==> config.mk <==
export PLATFORM = sky130hd
export DESIGN_NAME = mips_instr_encoder
export DESIGN_NICKNAME = d
export VERILOG_FILES = /design/src/rtl/mips_isa_pkg.sv /design/src/rtl/mips_word_pack.sv /design/src/rtl/mips_instr_encoder.sv
export SDC_FILE = /design/constraint.sdc
export NUM_CORES = 1
export LEC_CHECK = 0
export BUFFER_PORTS_ARGS = -buffer_cell sky130_fd_sc_hd__buf_2
export CAP_MARGIN = 20
export CORE_UTILIZATION = 40
export CTS_BUF_LIST = sky130_fd_sc_hd__clkbuf_8
export CTS_CLUSTER_SIZE = 14
export DETAILED_ROUTE_END_ITERATION = 8
export PLACE_DENSITY = 0.7
export SYNTH_ARGS = -nofsm -noshare
export SYNTH_HDL_FRONTEND = slang
export SYNTH_SLANG_ARGS = --single-unit
==> constraint.sdc <==
create_clock -name clock -period 3.03 [get_ports clock]
set_input_delay 0.606 -clock clock [delete_from_list [all_inputs] [get_ports clock]]
set_output_delay 0.606 -clock clock [all_outputs]
set_load 0.02 [all_outputs]
==> src/rtl/mips_isa_pkg.sv <==
// Shared MIPS ISA definitions: mnemonic codes, opcode/funct values and encoder FSM states.
// Kept common with the control decoder so both sides agree on every encoding.
package mips_isa_pkg;

    typedef enum logic [4:0] {
        MN_ADD  = 5'd0,  MN_SUB  = 5'd1,  MN_AND  = 5'd2,  MN_OR   = 5'd3,
        MN_XOR  = 5'd4,  MN_SLL  = 5'd5,  MN_SRL  = 5'd6,  MN_SRA  = 5'd7,
        MN_JR   = 5'd8,  MN_ADDI = 5'd9,  MN_ANDI = 5'd10, MN_ORI  = 5'd11,
        MN_XORI = 5'd12, MN_LW   = 5'd13, MN_SW   = 5'd14, MN_BEQ  = 5'd15,
        MN_BNE  = 5'd16, MN_LUI  = 5'd17, MN_J    = 5'd18, MN_JAL  = 5'd19,
        MN_NOP  = 5'd20, MN_MOVE = 5'd21, MN_LI   = 5'd22
    } mnem_e;

    localparam logic [5:0] OP_RTYPE = 6'b000000;
    localparam logic [5:0] OP_J     = 6'b000010;
    localparam logic [5:0] OP_JAL   = 6'b000011;
    localparam logic [5:0] OP_BEQ   = 6'b000100;
    localparam logic [5:0] OP_BNE   = 6'b000101;
    localparam logic [5:0] OP_ADDI  = 6'b001000;
    localparam logic [5:0] OP_ANDI  = 6'b001100;
    localparam logic [5:0] OP_ORI   = 6'b001101;
    localparam logic [5:0] OP_XORI  = 6'b001110;
    localparam logic [5:0] OP_LUI   = 6'b001111;
    localparam logic [5:0] OP_LW    = 6'b100011;
    localparam logic [5:0] OP_SW    = 6'b101011;

    localparam logic [5:0] FN_SLL = 6'b000000;
    localparam logic [5:0] FN_SRL = 6'b000010;
    localparam logic [5:0] FN_SRA = 6'b000011;
    localparam logic [5:0] FN_JR  = 6'b001000;
    localparam logic [5:0] FN_ADD = 6'b100000;
    localparam logic [5:0] FN_SUB = 6'b100010;
    localparam logic [5:0] FN_AND = 6'b100100;
    localparam logic [5:0] FN_OR  = 6'b100101;
    localparam logic [5:0] FN_XOR = 6'b100110;

    typedef enum logic [1:0] {
        ST_IDLE    = 2'd0,
        ST_SEND    = 2'd1,
        ST_SEND_HI = 2'd2
    } state_e;

    function automatic logic [31:0] r_word(input logic [4:0] rs, input logic [4:0] rt,
                                           input logic [4:0] rd, input logic [4:0] shamt,
                                           input logic [5:0] funct);
        return {OP_RTYPE, rs, rt, rd, shamt, funct};
    endfunction

    function automatic logic [31:0] i_word(input logic [5:0] op, input logic [4:0] rs,
                                           input logic [4:0] rt, input logic [15:0] imm);
        return {op, rs, rt, imm};
    endfunction

endpackage

==> src/rtl/mips_word_pack.sv <==
// Combinational packer: mnemonic plus operand fields -> one or two instruction words.
// Fields an instruction does not use are zeroed here so junk inputs never leak into the word.
module mips_word_pack
    import mips_isa_pkg::*;
(
    input  logic [4:0]  mnem,
    input  logic [4:0]  rs,
    input  logic [4:0]  rt,
    input  logic [4:0]  rd,
    input  logic [4:0]  shamt,
    input  logic [31:0] imm,
    output logic [31:0] word0,
    output logic [31:0] word1,
    output logic        two_words,
    output logic        illegal
);

    always_comb begin
        word0     = '0;
        word1     = '0;
        two_words = 1'b0;
        illegal   = 1'b0;
        case (mnem)
            MN_ADD:  word0 = r_word(rs, rt, rd, 5'd0, FN_ADD);
            MN_SUB:  word0 = r_word(rs, rt, rd, 5'd0, FN_SUB);
            MN_AND:  word0 = r_word(rs, rt, rd, 5'd0, FN_AND);
            MN_OR:   word0 = r_word(rs, rt, rd, 5'd0, FN_OR);
            MN_XOR:  word0 = r_word(rs, rt, rd, 5'd0, FN_XOR);
            MN_SLL:  word0 = r_word(5'd0, rt, rd, shamt, FN_SLL);
            MN_SRL:  word0 = r_word(5'd0, rt, rd, shamt, FN_SRL);
            MN_SRA:  word0 = r_word(5'd0, rt, rd, shamt, FN_SRA);
            MN_JR:   word0 = r_word(rs, 5'd0, 5'd0, 5'd0, FN_JR);
            MN_ADDI: word0 = i_word(OP_ADDI, rs, rt, imm[15:0]);
            MN_ANDI: word0 = i_word(OP_ANDI, rs, rt, imm[15:0]);
            MN_ORI:  word0 = i_word(OP_ORI,  rs, rt, imm[15:0]);
            MN_XORI: word0 = i_word(OP_XORI, rs, rt, imm[15:0]);
            MN_LW:   word0 = i_word(OP_LW,   rs, rt, imm[15:0]);
            MN_SW:   word0 = i_word(OP_SW,   rs, rt, imm[15:0]);
            MN_BEQ:  word0 = i_word(OP_BEQ,  rs, rt, imm[15:0]);
            MN_BNE:  word0 = i_word(OP_BNE,  rs, rt, imm[15:0]);
            MN_LUI:  word0 = i_word(OP_LUI, 5'd0, rt, imm[15:0]);
            MN_J:    word0 = {OP_J, imm[25:0]};
            MN_JAL:  word0 = {OP_JAL, imm[25:0]};
            MN_NOP:  word0 = '0;
            MN_MOVE: word0 = r_word(rs, 5'd0, rd, 5'd0, FN_ADD);
            // LI splits into LUI of the upper half followed by ORI of the lower half.
            MN_LI: begin
                word0     = i_word(OP_LUI, 5'd0, rt, imm[31:16]);
                word1     = i_word(OP_ORI, rt, rt, imm[15:0]);
                two_words = 1'b1;
            end
            default: illegal = 1'b1;
        endcase
    end

endmodule

==> src/rtl/mips_instr_encoder.sv <==
// Instruction encoder: accepts mnemonic requests and streams encoded words with
// sequential imem addresses; LI produces two words, illegal mnemonics pulse err.
module mips_instr_encoder
    import mips_isa_pkg::*;
#(
    parameter int ADDR_W    = 6,
    parameter int BASE_ADDR = 0
) (
    input  logic              clock,
    input  logic              reset,
    input  logic              req_valid,
    output logic              req_ready,
    input  logic [4:0]        req_mnem,
    input  logic [4:0]        req_rs,
    input  logic [4:0]        req_rt,
    input  logic [4:0]        req_rd,
    input  logic [4:0]        req_shamt,
    input  logic [31:0]       req_imm,
    output logic              out_valid,
    input  logic              out_ready,
    output logic [31:0]       out_word,
    output logic [ADDR_W-1:0] out_addr,
    output logic              out_last,
    output logic              err
);

    state_e      state;
    logic [31:0] pend_word;
    logic [31:0] pk_word0;
    logic [31:0] pk_word1;
    logic        pk_two_words;
    logic        pk_illegal;
    logic        accept;
    logic        load;

    mips_word_pack u_pack (
        .mnem      (req_mnem),
        .rs        (req_rs),
        .rt        (req_rt),
        .rd        (req_rd),
        .shamt     (req_shamt),
        .imm       (req_imm),
        .word0     (pk_word0),
        .word1     (pk_word1),
        .two_words (pk_two_words),
        .illegal   (pk_illegal)
    );

    // A new request can only enter when the output slot is empty or draining this cycle.
    always_comb begin
        req_ready = 1'b0;
        case (state)
            ST_IDLE: req_ready = 1'b1;
            ST_SEND: req_ready = out_ready;
            default: req_ready = 1'b0;
        endcase
    end

    assign accept = req_valid & req_ready;
    assign load   = accept & ~pk_illegal;

    always_ff @(posedge clock or posedge reset) begin
        if (reset) begin
            state     <= ST_IDLE;
            out_valid <= 1'b0;
            out_word  <= '0;
            out_last  <= 1'b0;
            err       <= 1'b0;
            out_addr  <= ADDR_W'(BASE_ADDR);
            pend_word <= '0;
        end else begin
            err <= accept & pk_illegal;
            if (out_valid && out_ready)
                out_addr <= out_addr + ADDR_W'(1);
            if (load) begin
                out_word  <= pk_word0;
                out_valid <= 1'b1;
                out_last  <= ~pk_two_words;
                pend_word <= pk_word1;
                state     <= pk_two_words ? ST_SEND_HI : ST_SEND;
            end else begin
                case (state)
                    ST_SEND: if (out_ready) begin
                        out_valid <= 1'b0;
                        out_last  <= 1'b0;
                        state     <= ST_IDLE;
                    end
                    ST_SEND_HI: if (out_ready) begin
                        out_word <= pend_word;
                        out_last <= 1'b1;
                        state    <= ST_SEND;
                    end
                    ST_IDLE: ;
                    default: begin
                        out_valid <= 1'b0;
                        state     <= ST_IDLE;
                    end
                endcase
            end
        end
    end

endmodule

==> impl_metrics.yaml, run 1 <==
critical_path:
  startpoint_type: "flip-flop"
  worst-setup-path-type: "reg2reg"
  critPathMaxFanout: 22
  crit_start: "state[1]"
  ff2ff_setup_slack_ns: 0.73
  crit_arrival_ns: 2.57
  r2r_start: "state[1]"
  crit_path_end_kind: "flip-flop"
  r2r_end: "out_word[6]"
  worstPathBufferInverterCount: 1
  critPathMaxStageDelay_ns: 0.81
  reg2reg_depth: 6
  cp.required_ns: 3.30
  worstPathCellList: "nor2b_1 -> nand2_1 -> o21ai_2 -> buf_4 -> nor2_1 -> a21oi_1"
  cp_top_family: "compound AO/OA/AOI/OAI gates"
  slowest_stage: "o21ai_2"
synthesis:
  synth_edf_count: 0
  synth_area_per_cell_um2: 9.637
  synth_cell_types: 59
  yosysTopAreaCell: "dfrtp_1"
  yosys_warnings: 0
  yosysTopAreaCellShare: 0.4762
  synth.area.top_cells: "dfrtp_1, a22o_1, nor2_1"
  syn_area_um2: 3363
  synthArstFlopShare: 1.000
  synth_ff_type: "dfrtp_1"
  synth_seq_cells: 64
  yosysSeqAreaShare: 0.4762
  syn_nets: 411
  synth_cells: 349
sta:
  setup_viol: 0
  rsz0062_at_grt: "false"
  period_share: 0.7580
  worstMarginPinSlew_ns: 1.013
  tns_ns: 0
  skew_ns: 0.01049
  maxSlewViolCount: 0
  slew_headroom: 0.3249
  max_freq_mhz: 435.4
  final_hold_viol_count: 0
  finalCriticalPeriod_ns: 2.297
clock_network:
  htree_levels: 3
  cts-buffers-inserted: 9
  ctsResizeCount: 0
  post_cts_buffers: 0
  clk_latency_ns: 0.35
  clock-sinks: 64
  root_buffer: "clkbuf_8"
  ctsHoldBuffers: 0
  clkTransAtPathRegs_ns: 0.08
  cts_tree: "built"
  clk_path_buf_depth: 2
run_status:
  outcome: "finished clean"
layout:
  n_fill_cell: 797
  design_area_um2: 4153
  drive_above_1_share: 0.3208
  multi_input_area_um2: 1577
  ff_latch_area_um2: 1602
  utilization: 0.5080
  diodes: 0
  area_growth_pct: 23.47
  layout.cells.non_filler: 557
  nets: 509
global_route:
  antenna_found_initial: 0
  grt_pass1_wl_mm: 15.59
  grt_pass1_vias: 3025
  grt_usage: 0.2353
  grt_overflow: 0
  grt_max_degree: 27
floorplanning:
  core_area_um2: 8175
  initial_core_util: 0.4114
  ios: 103
  std_cell_rows: 33
  dieArea_um2: 8779
  die_y_um: 93.70
  die_x_um: 93.70
placed_design:
  gp_congestion: 0.8613
  placed_cell_area_um2: 3966
  io_buffer_count: 101
  dpl.cell_count: 541
  dp_hpwl_mm: 6.969
flow_run:
  drv_cap: 0
hold_path:
  holdCritPathClass: "in2async"
routing:
  drc: 0
  dr.pass1.iters: 6
  avgViaCountPerCell: 5.752
  avgRoutedWirePerCell_um: 17.36
  ant_nets: 0
  routed-via-count: 3204
  drtIter0Drc: 254
  wirelength_mm: 9.671
power:
  power_density_nw_per_um2: 615.1
  irDropWorstVdd_v: 0.0002897
  finalPower_mw: 2.555
  power_leakage_nw: 1.991
## metrics by stage
stage / setup WS [ns] / hold slack [ns]
after floorplan: 0.8259 / 0.4644
after global placement: 0.5319 / 0.4544
after detailed placement: 0.4315 / 0.4561
after CTS: 0.7505 / 0.3027
after global routing: 0.5220 / 0.3336
final: 0.7332 / 0.2915
## area by class of cell
type                       count  area share
clock buffer                   9     0.02983
clock inverter                 7     0.01506
inverter                       9    0.008135
multi-input combinational    248      0.3796
sequential                    64      0.3857
tap                          105     0.03164
timing repair buffer         115      0.1500
## worst register-to-register path, cell delays in order (launching register included)
cell,delay (ns)
dfrtp_1,0.45
nor2b_1,0.21
nand2_1,0.17
o21ai_2,0.81
buf_4,0.38
nor2_1,0.08
a21oi_1,0.13
## report_power, final
| group | leakage (nW) | internal [mW] | switching (mW) | total, mW |
|---|---|---|---|---|
| Combinational | 1.07 | 0.285 | 0.457 | 0.743 |
| Sequential | 0.815 | 0.994 | 0.100 | 1.09 |
| Clock | 0.104 | 0.374 | 0.344 | 0.717 |
| Total | 1.99 | 1.65 | 0.901 | 2.55 |
## routing by layer
| metal | global-route usage | vias up | wire length [um] |
|---|---|---|---|
| met2 | 0.3449 | 131 | 4414 |
| met1 | 0.3458 | 1572 | 4512 |
| met4 | 0.07436 | 0 | 144 |
| met5 | 0 | - | 0 |
| li1 | - | 1488 | - |
| met3 | 0.04854 | 13 | 598 |
## synthesized netlist by cell type (3+ instances only)
cell	number
a222oi_1	11
a2bb2oi_1	13
and3_1	4
buf_4	6
nand3_1	3
a31oi_1	6
nor2b_1	4
dfrtp_1	64
nor2_1	42
buf_2	19
nand2_1	27
nand2b_1	5
a21o_1	9
xnor2_1	5
and2_1	3
a22o_1	21
clkbuf_1	3
nor3_1	3
inv_1	8
o21ai_0	18
a21oi_1	28
## kinds of logic after synthesis
| logic type | synth area share |
|---|---|
| xor+xnor | 0.01562 |
| mux | 0.003348 |
| buf+inv | 0.05506 |
| flops | 0.4762 |
| other cells | 0.001115 |
| simple gates | 0.1540 |
| fa+ha+maj | 0.003720 |
| compound gates | 0.2909 |
## how the worst max path moves through the flow
stage	end	slack, ns	depth (start not counted)
3_5_place_dp	out_word[6]	0.43	7
5_1_grt	out_word[6]	0.52	6
4_1_cts	out_word[6]	0.75	6
6_report	out_word[6]	0.73	6
2_1_floorplan	err	0.83	1
3_3_place_gp	pend_word[21]	0.53	8
## layout by cell type (no fill, tap or decap), types with 2 or more instances in the layout
master       n
a21o_1       9
or3_1        2
nand4_1      2
a32oi_1      2
inv_1        8
a31oi_1      6
nand3_1      3
clkbuf_8     9
nand2_1     27
a22o_1      21
o21a_1       2
o21ai_2      2
o32ai_1      2
a2bb2oi_1   13
nor2_1      42
a211o_1      2
xnor2_1      5
nor3_1       3
nand2b_1     5
dfrtp_1     64
o21ai_0     18
nor2b_1      4
and2_1       3
a222oi_1    11
inv_2        2
clkinv_2     4
and3_1       4
a22oi_1      2
buf_2      101
buf_4       13
nor4b_1      2
a21oi_1     28
## registers in the layout (all words and copies together) (netlist names)
signal,count
state,2
pend_word,22
err,1
out_word,31
out_valid,1
out_addr,6
out_last,1
Note: power is estimated with default switching activity, not from simulation.
==> run 2: changes to the inputs <==
==> constraint.sdc (replaced) <==
create_clock -name clock -period 2.37 [get_ports clock]
set_input_delay 0.474 -clock clock [delete_from_list [all_inputs] [get_ports clock]]
set_output_delay 0.474 -clock clock [all_outputs]
set_load 0.02 [all_outputs]
==> impl_metrics.yaml, run 2 (synthesis gave the netlist of run 1 again) <==
clock_network:
  htree_levels: 3
  cts_tree: "built"
  post_cts_buffers: 0
  clk_path_buf_depth: 2
  ctsHoldBuffers: 0
  cts-buffers-inserted: 9
  clkTransAtPathRegs_ns: 0.08
  clock-sinks: 64
  clk_latency_ns: 0.35
  root_buffer: "clkbuf_8"
  ctsResizeCount: 0
layout:
  n_fill_cell: 807
  layout.cells.most_common_list: "buf_2, dfrtp_1, nor2_1"
  final_common_cell: "buf_2"
  layout.cells.non_filler: 560
  regMostFlops: "out_word"
  multi_input_area_um2: 1577
  drive_above_1_share: 0.3275
  diodes: 0
  largest_reg_flops: 31
  area_growth_pct: 26.82
  ff_latch_area_um2: 1602
  largestRegisters: "out_word (31), pend_word (22), out_addr (6)"
  nets: 512
global_route:
  grt_max_degree: 43
  grt_usage: 0.2304
  antenna_found_initial: 0
  grt_pass1_vias: 2923
  grt_overflow: 0
  grt_pass1_wl_mm: 15.29
hold_path:
  holdCritPathClass: "in2async"
critical_path:
  worst-setup-path-type: "in2reg"
  worstPathCellList: "buf_2 -> buf_4 -> nand2b_1 -> nor3_1 -> a222oi_1 -> a2bb2oi_1 -> a21oi_1"
  critPathMaxFanout: 11
  crit_path_end_kind: "flip-flop"
  startpoint_type: "input pin"
  cp.required_ns: 2.64
  slowest_stage: "nor3_1"
  critPathMaxStageDelay_ns: 0.61
  crit_arrival_ns: 2.18
placed_design:
  gp_congestion: 0.8891
  place_ws_ns: 0.2377
  dp_hpwl_mm: 7.026
  io_buffer_count: 101
  dpl.cell_count: 544
routing:
  avgViaCountPerCell: 5.654
  avgRoutedWirePerCell_um: 17.34
  ant_nets: 0
  wirelength_mm: 9.712
  drtIter0Drc: 391
  routed-via-count: 3166
  dr.pass1.iters: 6
  drc: 0
run_status:
  outcome: "finished clean"
sta:
  maxSlewViolCount: 0
  final_hold_viol_count: 0
  fin_ws_ns: 0.4591
  rsz0062_at_grt: "false"
  max_freq_mhz: 523.3
  tns_ns: 0
  setup_viol: 0
  worstMarginPinSlew_ns: 0.7370
  slew_headroom: 0.5049
  skew_ns: 0.007900
  period_share: 0.8063
  finalCriticalPeriod_ns: 1.911
floorplanning:
  dieArea_um2: 8779
  ios: 103
  core_area_um2: 8175
  initial_core_util: 0.4114
  die_y_um: 93.70
  die_x_um: 93.70
  std_cell_rows: 33
power:
  finalPower_mw: 3.554
  power_density_nw_per_um2: 833.3
  power_leakage_nw: 2.030
  irDropWorstVdd_v: 0.0003274
flow_run:
  drv_cap: 0
run 2: cell count changes in the layout (fill, tap and decap cells not counted):
cell        previous run  this run
clkinv_2               4         0
buf_4                 13        14
clkbuf_8               9        10
bufinv_16              1         3
inv_1                  8         7
clkinvlp_4             0         2
buf_12                 1         3
run 2: per-layer routing:
metal / GRT usage / part of all wire / up-vias
met5: 0 / 0 / -
met3: 0.04773 / 0.062 / 16
met4: 0.07051 / 0.015 / 0
met2: 0.3309 / 0.46 / 131
li1: - / - / 1496
met1: 0.3451 / 0.46 / 1523
run 2: stage by stage:
stage / hold slack [ns] / area [um^2] / util
after floorplan: 0.4644 / 3363 / -
after global placement: 0.4550 / 4014 / 0.4910
after detailed placement: 0.4768 / 4014 / 0.4910
after CTS: 0.1988 / 4265 / 0.5217
after global routing: 0.2260 / 4265 / 0.5217
final: 0.1846 / 4265 / 0.5217
run 2: path summary, 6_finish.rpt:
| check | startpoint | to | slack (ns) | cells past startpoint |
|---|---|---|---|---|
| max in group asynchronous | reset | out_word[19] | 1.58 | 3 |
| worst max register to register | state[1] | out_word[20] | 0.48 | 6 |
| worst min-delay path | reset | pend_word[2] | 0.18 | 2 |
| worst max-delay path | req_mnem[2] | out_word[10] | 0.46 | 7 |
| worst min register to register | out_addr[5] | out_addr[5] | 0.49 | 1 |
| min in group clock | req_imm[13] | pend_word[13] | 0.36 | 2 |
run 2: power breakdown:
group	internal, mW	switching (mW)
Combinational	0.377	0.588
Clock	0.731	0.460
Sequential	1.27	0.128
run 2: area by class of cell:
cell class | instances | area share
clock inverter | 6 | 0.02669
multi-input combinational | 248 | 0.3696
clock buffer | 10 | 0.03227
inverter | 9 | 0.007920
sequential | 64 | 0.3755
timing repair buffer | 118 | 0.1572
tap | 105 | 0.03080
run 2: critical path, delay by kind of cell:
family | cells | cell delay [ns]
compound gates | 3 | 0.58
buf+inv | 2 | 0.43
simple gates | 2 | 0.69
==> run 3: changes to the inputs <==
--- a/config.mk
+++ b/config.mk
@@ -5,13 +5,14 @@
 export SDC_FILE = /design/constraint.sdc
 export NUM_CORES = 1
 export LEC_CHECK = 0
+export ABC_AREA = 1
 export BUFFER_PORTS_ARGS = -buffer_cell sky130_fd_sc_hd__buf_2
 export CAP_MARGIN = 20
 export CORE_UTILIZATION = 40
 export CTS_BUF_LIST = sky130_fd_sc_hd__clkbuf_8
 export CTS_CLUSTER_SIZE = 14
 export DETAILED_ROUTE_END_ITERATION = 8
-export PLACE_DENSITY = 0.7
+export PLACE_DENSITY = 0.71
 export SYNTH_ARGS = -nofsm -noshare
 export SYNTH_HDL_FRONTEND = slang
 export SYNTH_SLANG_ARGS = --single-unit
==> constraint.sdc (replaced) <==
create_clock -name clock -period 1.7 [get_ports clock]
set_input_delay 0.34 -clock clock [delete_from_list [all_inputs] [get_ports clock]]
set_output_delay 0.34 -clock clock [all_outputs]
set_load 0.02 [all_outputs]
==> impl_metrics.yaml, run 3 <==
run_status:
  outcome: "finished clean"
power:
  power_density_nw_per_um2: 897.7
  irDropWorstVdd_v: 0.0004534
  p_switching_mw: 1.696
  p_int_mw: 2.880
  swShare: 0.3706
  comb_power_share: 0.324
  power_leakage_nw: 2.950
  pwr-share-clk: 0.266
  pwr-share-seq: 0.410
synthesis:
  syn_area_um2: 3906
  synth_ff_type: "dfrtp_1"
  synth_cell_types: 38
  synthArstFlopShare: 1.000
  synth_edf_count: 0
  syn_nets: 593
  yosysMostFrequentCell: "nand2_1"
  yosys_warnings: 0
  yosysTopAreaCellShare: 0.4100
  synth.area.top_cells: "dfrtp_1, nand2_1, o211ai_1"
  synth_top_cells_by_count: "nand2_1, dfrtp_1, inv_1, nor2_1"
  yosysSeqAreaShare: 0.4100
  synth_area_per_cell_um2: 7.356
  synth_cells: 531
  yosysTopAreaCell: "dfrtp_1"
  synth_seq_cells: 64
clock_network:
  clkTransAtPathRegs_ns: 0.08
  cts_tree: "built"
  post_cts_buffers: 0
  clk_latency_ns: 0.34
  cts-buffers-inserted: 9
  htree_levels: 3
  clk_path_buf_depth: 2
  ctsHoldBuffers: 0
  ctsResizeCount: 1
  clock-sinks: 64
  root_buffer: "clkbuf_8"
global_route:
  grt_usage: 0.2405
  antenna_found_initial: 0
  grt_max_degree: 65
  grt_pass1_vias: 3806
  grt_pass1_wl_mm: 18.80
  grt_overflow: 0
hold_path:
  holdCritPathClass: "in2async"
layout:
  final_common_cell: "nand2_1"
  regMostFlops: "out_word"
  multi_input_area_um2: 1961
  largestRegisters: "out_word (31), pend_word (22), out_addr (6)"
  nets: 740
  design_area_um2: 5097
  area_growth_pct: 30.49
  ff_latch_area_um2: 1602
  diodes: 0
  largest_reg_flops: 31
  n_fill_cell: 932
  layout.cells.most_common_list: "nand2_1, buf_2, dfrtp_1"
  drive_above_1_share: 0.3192
flow_run:
  drv_cap: 0
routing:
  dr.pass1.iters: 5
  avgViaCountPerCell: 4.969
  routed-via-count: 4035
  drc: 0
  avgRoutedWirePerCell_um: 14.20
  drtIter0Drc: 226
  ant_nets: 0
  wirelength_mm: 11.53
sta:
  setup_viol: 0
  skew_ns: 0.01339
  max_freq_mhz: 636.8
  final_hold_viol_count: 0
  finalCriticalPeriod_ns: 1.570
  period_share: 0.9237
  tns_ns: 0
  maxSlewViolCount: 0
  rsz0062_at_grt: "false"
floorplanning:
  die_x_um: 100.8
  dieArea_um2: 10160
  initial_core_util: 0.4168
  die_y_um: 100.8
  core_area_um2: 9371
  ios: 103
  std_cell_rows: 35
placed_design:
  gp_congestion: 0.8877
  io_buffer_count: 101
  placed_cell_area_um2: 4908
  dp_hpwl_mm: 8.581
critical_path:
  ff2ff_setup_slack_ns: 0.13
  worst-setup-path-type: "reg2out"
  cp.required_ns: 1.36
  crit_arrival_ns: 1.23
  crit_path_end_kind: "output port"
  startpoint_type: "flip-flop"
  critPathMaxFanout: 2
-- run 3: cell types whose count changed in the layout (fill, tap and decap cells not counted), moves of 9 or more --
cell       delta
a21o_1        -9
a21oi_1      -18
a222oi_1     -11
a22o_1       -21
a2bb2oi_1    -13
buf_4        +44
inv_1        +24
nand2_1     +216
nand3_1      +16
nor2_1       -19
o211ai_1     +19
o211ai_2     +10
-- run 3: through the flow --
stage	total power, mW	instances	setup WS [ns]	util	hold WS [ns]
after floorplan	2.820	531	0.01113	-	0.4476
after global placement	3.362	796	-0.1939	0.5238	0.4552
after detailed placement	3.392	796	-0.1911	0.5238	0.4649
after CTS	4.621	812	0.07981	0.5434	0.08935
after global routing	4.859	812	0.03103	0.5439	0.1028
final	4.576	812	0.1298	0.5439	0.08768
-- run 3: cell type report --
type	count	area share
well taps	129	0.03166
flip-flops and latches	64	0.3142
multi-input cells	400	0.3846
clock inverters	6	0.008346
inverters	39	0.02995
clock buffers	10	0.02700
repair buffers	164	0.2042
-- run 3: worst paths after layout --
path | from | endpoint | cells after the start
worst max-delay path | state[0] | req_ready | 3
worst min-delay path | reset | out_word[19] | 3
worst max register to register | state[0] | out_word[13] | 8
worst min register to register | out_addr[5] | out_addr[5] | 1
max in group asynchronous | reset | out_word[2] | 3
min in group clock | req_valid | err | 3
-- run 3: cell families (layout without fill, tap and decap cells) --
kind of cell	after synthesis	in the layout	synth area share
AOI/OAI and AO/OA	86	86	0.1570
xor gates and xnor gates	5	5	0.01121
adders and majority gates	1	1	0.003203
buffers and inverters	67	219	0.09032
DFF	64	64	0.4100
muxes	1	1	0.002883
other	1	1	0.0009600
and+or+nand+nor	306	306	0.3245
-- run 3: routing by layer --
layer | vias to the layer above | track usage | part of all wire
met1 | 1915 | 0.3153 | 0.45
met4 | 0 | 0.06689 | 0.0094
met5 | - | 0 | 0
li1 | 2007 | - | -
met3 | 7 | 0.04993 | 0.052
met2 | 106 | 0.4025 | 0.49
-- run 3: power groups by stage --
stage	logic [mW]	clock network [mW]	registers, mW
floorplan	0.679	0	2.14
global placement	1.46	0	1.90
detailed placement	1.48	0	1.91
CTS	1.49	1.25	1.88
global route	1.64	1.31	1.90
finish	1.48	1.22	1.88
-- run 3: critical path, cell delays in order, from the launching register on --
cell     delay (ns)
dfrtp_1        0.40
a21oi_2        0.21
buf_4          0.13
buf_2          0.15
